--- src/rtl/pipeline_pkg.sv ---
// Shared pipeline definitions: ALUOp/funct encodings and the EX control bundle.
package pipeline_pkg;

   localparam logic [1:0] ALUOP_MEM   = 2'b00;
   localparam logic [1:0] ALUOP_BR    = 2'b01;
   localparam logic [1:0] ALUOP_RTYPE = 2'b10;
   localparam logic [1:0] ALUOP_IMM   = 2'b11;

   localparam logic [5:0] FUNCT_ADD = 6'h20;
   localparam logic [5:0] FUNCT_SUB = 6'h22;
   localparam logic [5:0] FUNCT_SLT = 6'h2A;

   typedef struct packed {
      logic       reg_write;
      logic       mem_to_reg;
      logic       mem_read;
      logic       mem_write;
      logic       alu_src;
      logic       reg_dst;
      logic [1:0] alu_op;
   } ctrl_t;

   localparam int CTRL_W = $bits(ctrl_t);

   localparam ctrl_t CTRL_BUBBLE = '{reg_write: 1'b0, mem_to_reg: 1'b0, mem_read: 1'b0,
                                     mem_write: 1'b0, alu_src: 1'b0, reg_dst: 1'b0,
                                     alu_op: 2'b00};

endpackage

--- src/rtl/hazard_detect_unit.sv ---
// Combinational load-use hazard detection between the load in EX and the instruction in ID.
module hazard_detect_unit #(
   parameter int REG_ADDR_W = 5
) (
   input  logic                  ex_valid,
   input  logic                  ex_mem_read,
   input  logic [REG_ADDR_W-1:0] ex_rt,
   input  logic                  id_valid,
   input  logic                  id_uses_rt,
   input  logic [REG_ADDR_W-1:0] id_rs,
   input  logic [REG_ADDR_W-1:0] id_rt,
   input  logic                  flush,
   output logic                  hazard,
   output logic                  stall
);

   // A load into $0 never produces a value worth waiting for.
   always_comb begin
      hazard = ex_valid & ex_mem_read & (ex_rt != {REG_ADDR_W{1'b0}}) & id_valid
             & ((ex_rt == id_rs) | (id_uses_rt & (ex_rt == id_rt)));
      stall  = hazard & ~flush;
   end

endmodule

--- src/rtl/id_ex_stage_reg.sv ---
// ID/EX pipeline register with load-use bubble insertion and a saturating stall counter.
module id_ex_stage_reg
   import pipeline_pkg::*;
#(
   parameter int DATA_W     = 32,
   parameter int REG_ADDR_W = 5,
   parameter int CNT_W      = 16
) (
   input  logic                  clk,
   input  logic                  rst_n,
   input  logic                  id_valid,
   input  logic                  id_reg_write,
   input  logic                  id_mem_to_reg,
   input  logic                  id_mem_read,
   input  logic                  id_mem_write,
   input  logic                  id_alu_src,
   input  logic                  id_reg_dst,
   input  logic [1:0]            id_alu_op,
   input  logic                  id_uses_rt,
   input  logic [DATA_W-1:0]     id_rd_data1,
   input  logic [DATA_W-1:0]     id_rd_data2,
   input  logic [DATA_W-1:0]     id_imm,
   input  logic [REG_ADDR_W-1:0] id_rs,
   input  logic [REG_ADDR_W-1:0] id_rt,
   input  logic [REG_ADDR_W-1:0] id_rd,
   input  logic                  flush,
   output logic                  ex_reg_write,
   output logic                  ex_mem_to_reg,
   output logic                  ex_mem_read,
   output logic                  ex_mem_write,
   output logic                  ex_alu_src,
   output logic                  ex_reg_dst,
   output logic [1:0]            ex_alu_op,
   output logic [DATA_W-1:0]     ex_rd_data1,
   output logic [DATA_W-1:0]     ex_rd_data2,
   output logic [DATA_W-1:0]     ex_imm,
   output logic [REG_ADDR_W-1:0] ex_rs,
   output logic [REG_ADDR_W-1:0] ex_rt,
   output logic [REG_ADDR_W-1:0] ex_rd,
   output logic [5:0]            ex_funct,
   output logic                  ex_valid,
   output logic                  pc_write,
   output logic                  if_id_write,
   output logic [CNT_W-1:0]      stall_count
);

   ctrl_t ctrl;
   ctrl_t ctrl_next;
   logic  valid_next;
   logic  hazard;
   logic  stall;

   hazard_detect_unit #(.REG_ADDR_W(REG_ADDR_W)) u_hdu (
      .ex_valid    (ex_valid),
      .ex_mem_read (ctrl.mem_read),
      .ex_rt       (ex_rt),
      .id_valid    (id_valid),
      .id_uses_rt  (id_uses_rt),
      .id_rs       (id_rs),
      .id_rt       (id_rt),
      .flush       (flush),
      .hazard      (hazard),
      .stall       (stall)
   );

   // Flush, stall and empty slots all present a bubble to EX; flush has priority over stall.
   always_comb begin
      ctrl_next  = CTRL_BUBBLE;
      valid_next = 1'b0;
      if (flush || stall || !id_valid) begin
         ctrl_next  = CTRL_BUBBLE;
         valid_next = 1'b0;
      end else begin
         ctrl_next  = '{reg_write: id_reg_write, mem_to_reg: id_mem_to_reg,
                        mem_read: id_mem_read, mem_write: id_mem_write,
                        alu_src: id_alu_src, reg_dst: id_reg_dst, alu_op: id_alu_op};
         valid_next = 1'b1;
      end
   end

   // Pipeline register bank; data fields load every cycle, even under a bubble.
   always_ff @(posedge clk or negedge rst_n) begin
      if (!rst_n) begin
         ctrl        <= CTRL_BUBBLE;
         ex_valid    <= 1'b0;
         ex_rd_data1 <= {DATA_W{1'b0}};
         ex_rd_data2 <= {DATA_W{1'b0}};
         ex_imm      <= {DATA_W{1'b0}};
         ex_rs       <= {REG_ADDR_W{1'b0}};
         ex_rt       <= {REG_ADDR_W{1'b0}};
         ex_rd       <= {REG_ADDR_W{1'b0}};
         ex_funct    <= 6'h00;
      end else begin
         ctrl        <= ctrl_next;
         ex_valid    <= valid_next;
         ex_rd_data1 <= id_rd_data1;
         ex_rd_data2 <= id_rd_data2;
         ex_imm      <= id_imm;
         ex_rs       <= id_rs;
         ex_rt       <= id_rt;
         ex_rd       <= id_rd;
         ex_funct    <= id_imm[5:0];
      end
   end

   // Saturating count of load-use stall cycles.
   always_ff @(posedge clk or negedge rst_n) begin
      if (!rst_n) begin
         stall_count <= {CNT_W{1'b0}};
      end else if (stall && (stall_count != {CNT_W{1'b1}})) begin
         stall_count <= stall_count + {{(CNT_W-1){1'b0}}, 1'b1};
      end else begin
         stall_count <= stall_count;
      end
   end

   always_comb begin
      ex_reg_write  = ctrl.reg_write;
      ex_mem_to_reg = ctrl.mem_to_reg;
      ex_mem_read   = ctrl.mem_read;
      ex_mem_write  = ctrl.mem_write;
      ex_alu_src    = ctrl.alu_src;
      ex_reg_dst    = ctrl.reg_dst;
      ex_alu_op     = ctrl.alu_op;
      pc_write      = ~stall;
      if_id_write   = ~stall;
   end

endmodule

--- config.mk ---
export PLATFORM = sky130hd
export DESIGN_NAME = id_ex_stage_reg
export DESIGN_NICKNAME = d
export VERILOG_FILES = /design/src/rtl/pipeline_pkg.sv /design/src/rtl/hazard_detect_unit.sv /design/src/rtl/id_ex_stage_reg.sv
export SDC_FILE = /design/constraint.sdc
export NUM_CORES = 1
export LEC_CHECK = 0
export BUFFER_PORTS_ARGS = -buffer_cell sky130_fd_sc_hd__buf_2
export CAP_MARGIN = 20
export CORE_ASPECT_RATIO = 1.1
export CORE_MARGIN = 2
export CORE_UTILIZATION = 42
export DETAILED_ROUTE_END_ITERATION = 10
export GPL_ROUTABILITY_DRIVEN = 1
export PLACE_DENSITY = 0.78
export SKIP_LAST_GASP = 1
export SLEW_MARGIN = 20
export SYNTH_ARGS = -nofsm -noshare
export SYNTH_HDL_FRONTEND = slang
export SYNTH_SLANG_ARGS = --single-unit
--- constraint.sdc ---
create_clock -name clk -period 2 [get_ports clk]
set_input_delay 0.1 -clock clk [delete_from_list [all_inputs] [get_ports clk]]
set_output_delay 0.1 -clock clk [all_outputs]
set_load 0.05 [all_outputs]
==> results.md <==
* DR pass1 iterations at 4
* FF+latch count, synth at about 140
* Startpoint Class: flop
* Num CTS Buffers at 17
* Worst path required time at 1.90 ns
* Max VDD drop at 0.588 mV
* Crit end category: output pin
* Final antenna-violating net count at 0
* Starting DRT DRC Count at 125
* Run status: finished with violations
* Setup WS post-layout at -0.160 ns
* Synth area leader: dfrtp_1
* Synth top area share at 81.4%
* Synth Warn # at 0
* Tmin final at 2.16 ns
* First-pass GRT wire length at 21400 µm
* Initial core utilization at around 43%
* Hold WC Path Type: input port to asynchronous set/reset pin
* Synth Instances at 234
* Grt total ovfl at 0
* Vias at about 3600
* Synth area leaders: dfrtp_1, xnor2_1, buf_4
* Via/cell ratio at 4.66
* Final Hold Violating Endpoints at 0
* PD cells at 927 nW/µm²
* Post-DP HPWL at 8540 µm
* Synth-to-layout area growth at 84.2%
* CTS Root Cell: clkbuf_8
* Worst Path Arrival at 2.06 ns
* Share of layout cells above drive strength 1 at 52.0%
* Reg clk slew, reported paths at 0.06 ns
* Clock tree buffer depth at 2
* Max cap viols at 0
* Leakage at between 3 and 4 nW
* Max Clk Rate at 463 MHz
* EDFF count, synth at 0
* Worst slew margin at 67.9%
* Crit path kind: flop to output pin
* Total global-route track usage at 27.0%
* Die ar. at roughly 11000 µm²
* Row count at 38
* H-Tree Depth at 4
* Clock latency at the later pin of the worst-skew pair at 0.51 ns
* Asr flop ratio synth at 100%
* GP Congestion at 0.867
* Number of setup violations in the final report at 14
* Initial antenna violation count at 1
* Yosys cell types at 34
* DR WL/cell at 18.5 µm
* Largest regs: ex_rd_data1: 32 flops, ex_rd_data2: 32 flops, ex_imm: 27 flops
* CTS tree: done
* Final Util at 78.7%
* Placeable Area at 9790 µm²
* Clock sinks at 136
* Max Transition Viols Final at 0
* Crit path max fanout at 2
* Final Hold Slack at 0.106 ns
* Syn avg cell area at 17.9 µm²
* Largest net degree at the start of global routing at 52
* Drc violations at 0
* Leading cell type by number of instances after synthesis: dfrtp_1
* Worst Skew at 0.00662 ns
* Worst r2r path cells at 7
* Top FF cell, synth: dfrtp_1
* Syn nets at 359
* Post-Place Worst Slack at 0.0546 ns
* Io pins at 268
* Sequential fraction of the synthesis area at 81.4%
* Post-Syn Area at between 4000 and 5000 µm²
* Die width at 99.2 µm
* Violated checks: negative setup slack
* Unrepaired setup endpoints after global routing: true
* Drt total wl at approximately 14000 µm
* Worst-margin pin slew at 0.482 ns
* Nets at 771
* Period utilization at 108%
* Synth top cells by count: dfrtp_1, xnor2_1, nand3_1
* Vias in the first global route at 3963
* Port buffer count at 267
* Die Span Y at 109 µm
## where the power goes
part / internal [mW] / switching, mW / total, mW
clock network: 1.95 / 1.18 / 3.13
registers: 2.87 / 0.0485 / 2.92
logic: 0.374 / 0.715 / 1.09
## cells in the final DEF (no fill, tap or decap), types with 4 or more instances in the layout
cell type,count
clkbuf_16,16
mux2_4,4
buf_2,264
nand4_1,7
xnor2_2,4
buf_4,7
buf_6,7
dfrtp_1,129
xnor2_1,16
dlygate4sd3_1,121
dfrtp_2,7
and2_1,8
nand3_1,5
nand2_1,8
## critical path, cell delays in order, from the launching register on
cell and delay, ns:
dfrtp_2 0.40, or4_4 0.55, o2111a_2 0.28, nand3b_1 0.14, buf_6 0.18
## timing repair
action / in CTS / in global routing
pin swaps: 3 / 15
setup endpoints to repair: 2 / 12
resized for setup: 6 / 21
hold buffers: 121 / 0
hold endpoints to repair: 256 / 0
buffers inserted: 4 / 5
## kinds of logic after synthesis
logic type | synth area share, %
and+or+nand+nor | 8.47
adders and majority gates | 0.299
xor gates and xnor gates | 4.19
muxes | 1.70
buffers and inverters | 1.56
AOI/OAI and AO/OA | 2.42
DFF | 81.4
## through the flow
step	instance area (µm²)	cells	TNS, ns	total power, mW
after floorplan	4200	234	-0.210	3.49
after global placement	5700	619	0	3.82
after detailed placement	5700	619	0	3.83
after CTS	7560	776	-0.517	7.16
after global routing	7700	780	-2.12	7.38
final	7700	780	-1.37	7.14
## final timing paths
path | start | end | slack, ns
max | ex_rt[3] | if_id_write | -0.16
min | rst_n | ex_rs[3] | 0.11
max reg2reg | ex_rt[3] | stall_count[1] | -0.16
min reg2reg | stall_count[8] | stall_count[8] | 0.51
max in group asynchronous | rst_n | ex_imm[10] | 1.26
min in group clk | flush | stall_count[4] | 0.11
## cell type report
class / instances / area (µm²)
sequential: 136 / 3410
antenna: 1 / 2.50
clock inverter: 12 / 165
fill: 546 / 2090
clock buffer: 20 / 435
multi-input combinational: 89 / 821
timing repair buffer: 402 / 2720
tap: 120 / 150
## routing by layer
layer | global-route usage (%) | wire length (µm) | part of all wire (%) | vias up
met1 | 30.3 | 5210 | 36 | 1791
met3 | 8.14 | 1020 | 7.1 | 42
li1 | - | - | - | 1614
met4 | 14.0 | 568 | 3.9 | 0
met5 | 0 | 0 | 0 | -
met2 | 46.6 | 7670 | 53 | 191
No activity file was read; power rests on OpenSTA's default activity.
